$ cat config.mk
export PLATFORM = sky130hd
export DESIGN_NAME = fetch_unit
export DESIGN_NICKNAME = d
export VERILOG_FILES = /design/src/rtl/fetch_unit.sv
export SDC_FILE = /design/constraint.sdc
export NUM_CORES = 1
export LEC_CHECK = 0
export CAP_MARGIN = 25
export CORE_MARGIN = 5
export CORE_UTILIZATION = 47
export DETAILED_ROUTE_END_ITERATION = 8
export HOLD_SLACK_MARGIN = 0.08
export PLACE_DENSITY = 0.74
export RECOVER_POWER = 100
export SLEW_MARGIN = 20
export SYNTH_ARGS = -nofsm -noshare
export SYNTH_HDL_FRONTEND = slang
export SYNTH_SLANG_ARGS = --single-unit
$ cat constraint.sdc
create_clock -name clk -period 3.7 [get_ports clk]
set_input_delay 0.555 -clock clk [delete_from_list [all_inputs] [get_ports clk]]
set_output_delay 0.555 -clock clk [all_outputs]
set_load 0.01 [all_outputs]
$ cat src/rtl/fetch_unit.sv
// fetch_unit: instruction fetch front end.
//   Holds the architectural PC, issues one outstanding request at a time to
//   instruction memory and buffers {pc, instr} pairs in a small FIFO that is
//   drained by decode over a valid/ready handshake. A redirect reloads the PC
//   and squashes both the buffer and any in-flight fetch.
//
// Ports:
//   clk, rst_n            clock (rising edge), asynchronous active-low reset
//   redirect_valid/pc     load redirect_pc (low two bits ignored) as new PC
//   imem_req/addr         fetch request, held with a stable address until ack
//   imem_ack/rdata        request accepted, instruction word valid same cycle
//   inst_valid/ready      buffer head handshake towards decode
//   inst_out/pc           head instruction word and its PC (0 when empty)
//
// Optional build macro FETCH_PERF_EN adds saturating counters:
//   perf_fetched[31:0]    instructions popped by decode
//   perf_squashed[15:0]   buffered entries plus in-flight fetch lost to redirects
module fetch_unit #(
    parameter logic [31:0] RESET_PC  = 32'h0000_0000,
    parameter int unsigned BUF_DEPTH = 2
) (
    input  logic        clk,
    input  logic        rst_n,
    input  logic        redirect_valid,
    input  logic [31:0] redirect_pc,
    output logic        imem_req,
    output logic [31:0] imem_addr,
    input  logic        imem_ack,
    input  logic [31:0] imem_rdata,
    output logic        inst_valid,
    input  logic        inst_ready,
    output logic [31:0] inst_out,
    output logic [31:0] inst_pc
`ifdef FETCH_PERF_EN
    ,
    output logic [31:0] perf_fetched,
    output logic [15:0] perf_squashed
`endif
);

    localparam int unsigned PTR_W = (BUF_DEPTH > 1) ? $clog2(BUF_DEPTH) : 1;
    localparam int unsigned CNT_W = $clog2(BUF_DEPTH + 1);
    localparam logic [CNT_W-1:0] FULL = CNT_W'(BUF_DEPTH);
    localparam logic [PTR_W-1:0] LAST = PTR_W'(BUF_DEPTH - 1);

    typedef enum logic [1:0] {
        IDLE,
        REQ,
        FLUSH
    } state_t;

    state_t            state, state_next;
    logic [31:0]       pc;
    logic [31:0]       flush_addr;
    logic [31:0]       buf_pc    [BUF_DEPTH];
    logic [31:0]       buf_instr [BUF_DEPTH];
    logic [PTR_W-1:0]  head, tail;
    logic [CNT_W-1:0]  count, count_next;
    logic              push, pop;

    assign imem_req   = (state != IDLE);
    // In FLUSH the squashed request is still outstanding, so its address
    // must stay on the bus while pc already holds the redirect target.
    assign imem_addr  = (state == FLUSH) ? flush_addr : pc;
    assign inst_valid = (count != '0);
    assign inst_out   = inst_valid ? buf_instr[head] : '0;
    assign inst_pc    = inst_valid ? buf_pc[head]    : '0;

    // A redirect drops any same-cycle push or pop.
    assign pop  = inst_valid && inst_ready && !redirect_valid;
    assign push = (state == REQ) && imem_ack && !redirect_valid;

    always_comb begin
        count_next = count;
        if (redirect_valid) begin
            count_next = '0;
        end else begin
            case ({push, pop})
                2'b10:   count_next = count + CNT_W'(1);
                2'b01:   count_next = count - CNT_W'(1);
                default: count_next = count;
            endcase
        end
    end

    always_comb begin
        state_next = state;
        if (redirect_valid) begin
            case (state)
                IDLE:    state_next = REQ;
                REQ:     state_next = imem_ack ? REQ : FLUSH;
                // An ack arriving with a second redirect retires the stale
                // request, so the new target can be fetched right away.
                FLUSH:   state_next = imem_ack ? REQ : FLUSH;
                default: state_next = REQ;
            endcase
        end else begin
            case (state)
                IDLE: begin
                    if (count_next < FULL) state_next = REQ;
                end
                REQ: begin
                    if (imem_ack && (count_next >= FULL)) state_next = IDLE;
                end
                FLUSH: begin
                    if (imem_ack) state_next = (count_next < FULL) ? REQ : IDLE;
                end
                default: state_next = IDLE;
            endcase
        end
    end

    always_ff @(posedge clk or negedge rst_n) begin
        if (!rst_n) begin
            state      <= IDLE;
            pc         <= RESET_PC;
            flush_addr <= RESET_PC;
            head       <= '0;
            tail       <= '0;
            count      <= '0;
        end else begin
            state <= state_next;
            count <= count_next;
            if (redirect_valid) begin
                pc   <= redirect_pc & ~32'd3;
                head <= '0;
                tail <= '0;
                if ((state == REQ) && !imem_ack) flush_addr <= pc;
            end else begin
                if (push) begin
                    pc   <= pc + 32'd4;
                    tail <= (tail == LAST) ? '0 : tail + PTR_W'(1);
                end
                if (pop) begin
                    head <= (head == LAST) ? '0 : head + PTR_W'(1);
                end
            end
        end
    end

    // Storage needs no reset: outputs are masked while the buffer is empty.
    always_ff @(posedge clk) begin
        if (push) begin
            buf_pc[tail]    <= pc;
            buf_instr[tail] <= imem_rdata;
        end
    end

`ifdef FETCH_PERF_EN
    logic [16:0] squash_sum;

    always_comb begin
        squash_sum = 17'(perf_squashed) + 17'(count) + ((state == REQ) ? 17'd1 : 17'd0);
    end

    always_ff @(posedge clk or negedge rst_n) begin
        if (!rst_n) begin
            perf_fetched  <= '0;
            perf_squashed <= '0;
        end else begin
            if (pop && (perf_fetched != '1)) perf_fetched <= perf_fetched + 32'd1;
            if (redirect_valid) perf_squashed <= squash_sum[16] ? '1 : squash_sum[15:0];
        end
    end
`endif

endmodule

**Yosys cells after proc, flatten, opt, wreduce, memory -nomap -nowiden**

Memory sizes are Yosys's and may differ from the RTL's.
Index checks and enable logic that the tools add are counted.

- Shifts and indexed selects: 0
- $lt $le $gt $ge: 2
- Equal/unequal tests: 7
- Div/mod/pow operators: 0
- Muxes and demuxes: 23
- $add $sub $neg: 5
- Reductions and logical operators: 16
- $mul: 0
- Bitwise logic cells: 0

Operators by type and width:

| operator | count |
|---|---|
| 32-bit 2-to-1 mux | 5 |
| 32-bit by 3-bit adder with 32-bit output (second input constant) | 1 |
| 2-bit 2-to-1 mux | 7 |
| 1-bit 2-to-1 mux | 9 |
| 2-bit nonzero test | 4 |
| 1-bit logical AND | 6 |
| 3-bit != test (second input constant) | 2 |
| 2-bit one-hot mux with 3 select lines | 1 |
| 2-bit by 1-bit == test with 1-bit output (second input constant) | 2 |
| 2-bit == test (second input constant) | 2 |
| 2-bit one-hot mux with 2 select lines | 1 |
| 3-bit by 2-bit != test with 1-bit output (second input constant) | 1 |
| 3-bit AND reduction | 1 |
| 1-bit adder (second input constant) | 2 |
| 2-bit by 1-bit adder with 2-bit output (second input constant) | 1 |
| 2-bit >= comparator (second input constant) | 1 |
| 1-bit logical NOT | 2 |
| 2-bit logical NOT | 1 |
| 2-bit less-than comparator (second input constant) | 1 |
| 2-bit AND reduction | 1 |
| 2-bit OR reduction | 1 |
| 2-bit by 1-bit subtractor with 2-bit output (second input constant) | 1 |

- Output and inout port bits: 98
- Bits in latches: 0
- Memories: 2
- ROM bits: 0
- Bits of input ports: 69
- Word-level logic and storage cells: 61
- RAM bits: 128
- Register bits: 70

Memories:

| name | words | width | rd ports | clocked after Yosys merged registers in | write ports | RTL line | source |
|---|---|---|---|---|---|---|---|
| buf_instr | 2 | 32 | 1 | 0 | 1 | 56 | `logic [31:0] buf_instr [BUF_DEPTH];` |
| buf_pc | 2 | 32 | 1 | 0 | 1 | 55 | `logic [31:0] buf_pc [BUF_DEPTH];` |

**Depth between registers and ports, before layout**

Gate-level depths: netlist of the first run.

- Word-level depth: 11
- Depth in mapped cells: 9
- Mapped depth without buffers: 9

**Worst setup path before layout of the first run**

Ideal clock, no wire load.

- Path type: input to register
- From: in redirect_valid
- To: mem buf_instr[0][0], enable pin
- Path buffers: 1
- Stages on the path: 4
- Library setup time: 0.482 ns
- Data arrival time: 3.667 ns
- Slack: -0.450 ns
- Data required time: 3.218 ns
- Cells stage by stage: inv_1 clkbuf_1 nand3_1 nor2_1

- Cells in the longest elaborated chain, start to end: 4

Ends and longest elaborated chain:

| element | RTL line | source |
|---|---|---|
| start, declared | 24 | `input logic redirect_valid,` |
| 1-bit logical NOT | 71 | `assign push = (state == REQ) && imem_ack && !redirect_valid;` |
| 1-bit logical AND | 71 |  |
| 1-bit 2-to-1 mux | 143 | `if (push) begin` |
| 1-bit 2-to-1 mux (implied by the code) | 145 | `buf_instr[tail] <= imem_rdata;` |
| end, declared | 56 |  |

No other way between the ends.

**Worst setup path after layout of the first run**

- From: reg head
- To: out inst_out[18]

- Cells in the longest elaborated chain, start to end: 2

Ends and longest elaborated chain:

| element | RTL line | source |
|---|---|---|
| start, declared | 57 | `logic [PTR_W-1:0] head, tail;` |
| start signal, assigned | 135 | `head <= (head == LAST) ? '0 : head + PTR_W'(1);` |
| memory read 2 x 32 bit | n/a |  |
| 32-bit 2-to-1 mux | 66 | `assign inst_out = inst_valid ? buf_instr[head] : '0;` |
| end, declared | 32 | `output logic [31:0] inst_out,` |

No other way between the ends.

==> metrics.cfg, run 1 <==
[status]
status=complete, but fails checks
violations=max-capacitance violations, max-slew violations

[critical_path]
worst_path_max_delay_cell=dfrtp_2
worstSetupPathType=flip-flop to output pin
path_delay_family=flip-flops
worst_setup_path_end_kind=output pin
start_kind=flip-flop
crit_path_max_incr_delay_ns=1.08
critical_path_buf_inv_count=2
crit_path_cell_trace=buf_4 > mux2i_1 > nor2_1 > dlygate4sd3_1
cp_max_fo=36
worst_ep_arrival_time_ns=2.82
worstPathRequired_ns=3.14

[routing]
top_layer_used=met4
vias=5569
wl_per_cell_um=18.49
wl_um=18820
drtAntennaViolNets=0
routed-wl-met2_um=9588
avgViaCountPerCell=5.471
drtIter0Drc=304
drc=0
wl_met1_um=7735
dr.pass1.iters=5
route.met3.wl_um=1081

[grt]
grt_max_degree=63
antenna_found_initial=0
grt_pass1_vias=5736
grt_pass1_wl_um=29790
grt.total_usage_pct=18.81
overflow=0

[run]
maxCapViolations=2

[clock_network]
clk_latency_ns=0.42
clockBufferDepth=2
cts_sinks=190
cts_buffers=17
cts.repair.resized=0
cts_setup_buffers=0
cts-root-buf=clkbuf_16
clk_pin_slew_ns=0.07
cts_htree_levels=4
cts_tree=built
ctsHoldBuffers=0

[sta]
fin_worst_skew_ns=0.008975
worst_hold_slack_ns=0.3508
finalMaxSlewViolations=126
max_freq_mhz=296.2
period_needed_ns=3.376
worst_pin_slew_ns=1.782
hold_viol=0
max_slew_margin_pct=-18.77
rsz0062_at_grt=no
finalSetupViolCount=0
post-route-period-util_pct=91.24

[synth]
yosys.cell_count.top_type=edfxtp_1
synth_top_flop_cell=edfxtp_1
ys_types=44
synth_area_sq_um=8268
yosysTopAreaCellShare_pct=45.04
postSynth.asyncResetShare_pct=34.74
yosysWarnings=0
yosysSeqAreaShare_pct=65.01
yosys_register_bits=190
netlist_instances=623
synth-edff-count=124
avgSynthCellArea_sq_um=13.27
synth_top_cell_by_area=edfxtp_1
synth.top_cells.by_count=edfxtp_1, nor2_1, dfrtp_1
synth_area_leaders=edfxtp_1, dfrtp_1, mux2i_1

[power_and_ir_drop]
ir_worst_vdd_mv=0.3828
cellPowerDensity_nw_per_um2=591.6
p_total_mw=6.305
power_leakage_nw=3.852

[min_path]
hold_class=input pin to async pin

[placement]
place_hpwl_um=12880
port_buffers=160
gp_congestion=0.8445

[die]
rows=48
io_pins=167
start_util_pct=47.80
dieWidth_um=142.6
die_y_um=142.6
die_area_sq_um=20340
core_area_sq_um=17300

[layout]
final_nets=854
drive_gt1_share_pct=12.36
area_delta_synth_final_pct=28.90
diodes=0
fin_util_pct=61.62

## per-layer routing
metal / GRT usage [%] / up-vias
li1: - / 2599
met1: 23.64 / 2729
met2: 32.25 / 204
met3: 3.717 / 37
met4: 7.254 / 0
met5: 0 / -
## registers in the layout, indices dropped and copies added (netlist names)
register and flops:
buf_instr 64, state 2, flush_addr 30, buf_pc 60
tail 1, pc 30, count 2, head 1
## worst register-to-register path: cells and delay by family, from the launching register on
family,cells,cell delay (ns)
buffers and inverters,2,1.35
AND/OR/NAND/NOR,2,0.43
flip-flops,1,0.41
adder cells (fa/ha/maj),1,0.37
## per-stage QoR
step | area (sq um) | std cells | worst slack (ns) | TNS [ns]
3_3_place_gp | 10140 | 986 | 0.8713 | 0
3_5_place_dp | 10140 | 986 | 0.7022 | 0
4_1_cts | 10710 | 1018 | 0.4628 | 0
5_1_grt | 10660 | 1018 | 0.1726 | 0
6_report | 10660 | 1018 | 0.3242 | 0
2_1_floorplan | 8279 | 626 | -0.4499 | -55.79
## layout by cell type (no fill, tap or decap), drive strengths merged, types with 4 or more instances in the layout
cell	count
a31oi	11
buf	7
clkbuf	29
clkdlybuf4s50	65
clkinv	5
conb	4
dfrtp	66
dlygate4sd3	94
edfxtp	124
ha	5
inv	15
mux2	50
mux2i	63
nand2	37
nand3	21
nand4	7
nor2	83
o211ai	6
o21ai	25
o31ai	10
or4	20
xnor2	7
xor2	8
## cells by family (layout without fill, tap and decap cells)
kind of cell / after synthesis / after routing / synth area share (%)
flip-flops: 190 / 190 / 65.01
AO/OA/AOI/OAI: 60 / 60 / 4.631
AND/OR/NAND/NOR: 189 / 189 / 10.91
other: 1 / 4 / 0.04536
adder cells (fa/ha/maj): 5 / 5 / 0.7567
XOR/XNOR: 15 / 15 / 1.589
multiplexers: 113 / 113 / 14.44
buffers and inverters: 50 / 217 / 2.618
## layout make-up
type	instances	area [sq um]
Tap cell	225	281.5
Fill cell	1354	6639
Sequential cell	190	5376
Inverter	11	41.29
Timing Repair Buffer	174	1678
Clock buffer	21	461.7
Clock inverter	11	106.4
Multi-Input combinational cell	386	2713
## worst paths after layout
check / startpoint / end / slack, ns / cells after the start
max in group asynchronous: rst_n / pc[23] / 1.61 / 2
min in group clk: flush_addr[21] / flush_addr[21] / 0.49 / 2
hold / removal: rst_n / flush_addr[4] / 0.35 / 1
setup / recovery: head / inst_out[18] / 0.32 / 4
setup reg to reg: state[1] / buf_pc[1][8] / 0.66 / 5
hold reg to reg: flush_addr[21] / flush_addr[21] / 0.49 / 2
## report_power, final
group          switching (mW)  internal [mW]
clock network           0.775          0.976
logic                   0.824          0.860
registers               0.233           2.64
total                    1.83           4.47
(Power assumes the default switching activity.)
==> run 2: changes to the inputs <==
--- a/config.mk
+++ b/config.mk
@@ -10,7 +10,7 @@
 export CORE_UTILIZATION = 47
 export DETAILED_ROUTE_END_ITERATION = 8
 export HOLD_SLACK_MARGIN = 0.08
-export PLACE_DENSITY = 0.74
+export PLACE_DENSITY = 0.83
 export RECOVER_POWER = 100
 export SLEW_MARGIN = 20
 export SYNTH_ARGS = -nofsm -noshare
==> metrics.cfg, run 2 (same netlist as run 1, synthesis figures left out) <==
[grt]
grt_pass1_vias=5517  ; was 5736
antenna_found_initial=0  ; unchanged
grt_max_degree=63  ; unchanged
overflow=0  ; unchanged
grt_pass1_wl_um=28990  ; was 29790 um
grt.total_usage_pct=18.22  ; was 18.81%

[critical_path]
critical_path.startpoint=state[0]  ; was head
r2r_cells=5  ; unchanged
worst_ep_arrival_time_ns=2.73  ; was 2.82 ns
worst_path_max_delay_cell=ha_1  ; was dfrtp_2
rrSetupSlack_ns=0.66  ; about the same
r2r_start=state[1]  ; unchanged
crit_path_max_incr_delay_ns=0.71  ; was 1.08 ns
path_delay_family=buffers and inverters  ; was flip-flops
cp_max_fo=23  ; was 36
worst_r2r_endpoint=buf_instr[1][4]  ; was buf_pc[1][8]
worstPathRequired_ns=3.14  ; about the same
worstSetupPathType=flip-flop to output pin  ; unchanged
worst_setup_path_end_kind=output pin  ; unchanged
crit_path_cell_trace=inv_1 > ha_1 > buf_12 > mux2_2 > clkdlybuf4s50_1  ; was buf_4 > mux2i_1 > nor2_1 > dlygate4sd3_1
critical_path_buf_inv_count=3  ; was 2
start_kind=flip-flop  ; unchanged

[layout]
largest_reg_flops=64  ; unchanged
largest-register=buf_instr  ; unchanged
final_cell_mix=edfxtp_1, dlygate4sd3_1, nor2_1  ; unchanged
area_delta_synth_final_pct=29.40  ; was 28.90%
mostFrequentLayoutCell=edfxtp_1  ; unchanged
reg_top3=buf_instr: 64 flops, buf_pc: 60 flops  ; unchanged
nFillCells=1371  ; was 1354
final_nets=851  ; was 854
drive_gt1_share_pct=11.77  ; was 12.36%
diodes=0  ; unchanged

[sta]
max_slew_margin_pct=-19.17  ; was -18.77%
post-route-period-util_pct=88.81  ; was 91.24%
worst_pin_slew_ns=1.788  ; was 1.782 ns
max_freq_mhz=304.3  ; was 296.2 MHz
fin_worst_skew_ns=0.008890  ; was 0.008975 ns
worst_hold_slack_ns=0.4511  ; was 0.3508 ns
period_needed_ns=3.286  ; was 3.376 ns
hold_viol=0  ; unchanged
finalSetupViolCount=0  ; unchanged
rsz0062_at_grt=no  ; unchanged
finalMaxSlewViolations=158  ; was 126

[die]
core_area_sq_um=17300  ; unchanged
rows=48  ; unchanged
io_pins=167  ; unchanged
start_util_pct=47.80  ; unchanged
die_area_sq_um=20340  ; unchanged
die_y_um=142.6  ; unchanged
dieWidth_um=142.6  ; unchanged

[placement]
gp_congestion=0.8053  ; was 0.8445
port_buffers=160  ; unchanged
place_hpwl_um=12180  ; was 12880 um

[clock_network]
ctsHoldBuffers=0  ; unchanged
cts_setup_buffers=0  ; unchanged
clockBufferDepth=2  ; unchanged
clk_latency_ns=0.42  ; about the same
cts.repair.resized=0  ; unchanged
clk_pin_slew_ns=0.07  ; about the same
cts_buffers=17  ; unchanged
cts_htree_levels=4  ; unchanged
cts_sinks=190  ; unchanged
cts_tree=built  ; unchanged
cts-root-buf=clkbuf_16  ; unchanged

[routing]
drtIter0Drc=317  ; was 304
avgViaCountPerCell=5.411  ; was 5.471
vias=5492  ; was 5569
wl_um=18240  ; was 18820 um
drc=0  ; unchanged
drtAntennaViolNets=0  ; unchanged
wl_per_cell_um=17.97  ; was 18.49 um
dr.pass1.iters=5  ; unchanged

[run]
maxCapViolations=3  ; was 2

[status]
violations=max-capacitance violations, max-slew violations  ; unchanged
status=complete, but fails checks  ; unchanged

[power_and_ir_drop]
ir_worst_vdd_mv=0.3948  ; was 0.3828 mV
cellPowerDensity_nw_per_um2=598.5  ; was 591.6 nW/um^2
power_leakage_nw=3.924  ; was 3.852 nW
p_total_mw=6.404  ; was 6.305 mW

[min_path]
hold_class=input pin to async pin  ; unchanged

## run 2: changes by cell type in the layout (fill, tap and decap cells not counted), moves of 3 or more
cell / change
bufinv_16: +3
clkinv_1: +5
dlygate4sd3_1: +10
clkdlybuf4s50_1: -10
buf_4: -3
clkinv_4: -3
## run 2: worst reg2reg max path, delay by kind of cell, from the launching register on
kind / cells / cell delay, ns
adders and majority gates: 1 / 0.36
buffers and inverters: 2 / 1.33
DFF: 1 / 0.40
and+or+nand+nor: 2 / 0.46
## run 2: routing by layer
metal	wire (um)	track usage, %	vias up
li1	-	-	2590
met1	7539	23.57	2711
met2	9296	31.21	169
met3	1092	3.550	22
met4	310	5.603	0
met5	0	0	-
## run 2: cell type report
type / count / area [sq um] / share of cell area (%)
flip-flops and latches: 190 / 5376 / 50.25
clock buffers: 19 / 432.9 / 4.046
repair buffers: 171 / 1687 / 15.76
multi-input cells: 386 / 2710 / 25.33
clock inverters: 13 / 170.2 / 1.590
inverters: 11 / 41.29 / 0.3859
well taps: 225 / 281.5 / 2.631
## run 2: how the worst max path moves through the flow
| stage | end | slack, ns | depth (start not counted) |
|---|---|---|---|
| 3_5_place_dp | pc[27] | 0.74 | 5 |
| 5_1_grt | inst_pc[17] | 0.28 | 4 |
| 2_1_floorplan | buf_instr[0][0] | -0.45 | 4 |
| 3_3_place_gp | pc[27] | 0.84 | 5 |
| 6_report | imem_addr[30] | 0.41 | 5 |
| 4_1_cts | imem_addr[31] | 0.64 | 5 |
## run 2: metrics by stage
| step | cells | util, % | setup TNS [ns] | setup WS [ns] | cell area (sq um) |
|---|---|---|---|---|---|
| 2_1_floorplan | 626 | - | -55.79 | -0.4499 | 8279 |
| 3_3_place_gp | 983 | 58.64 | 0 | 0.8375 | 10140 |
| 3_5_place_dp | 983 | 58.64 | 0 | 0.7386 | 10140 |
| 4_1_cts | 1015 | 62.13 | 0 | 0.6436 | 10750 |
| 5_1_grt | 1015 | 61.86 | 0 | 0.2782 | 10700 |
| 6_report | 1015 | 61.86 | 0 | 0.4142 | 10700 |
## run 2: where the power goes
part	internal [mW]	switching (mW)	total (mW)
Sequential	2.64	0.221	2.86
Combinational	0.868	0.823	1.69
Clock	1.12	0.734	1.86
Total	4.63	1.78	6.40
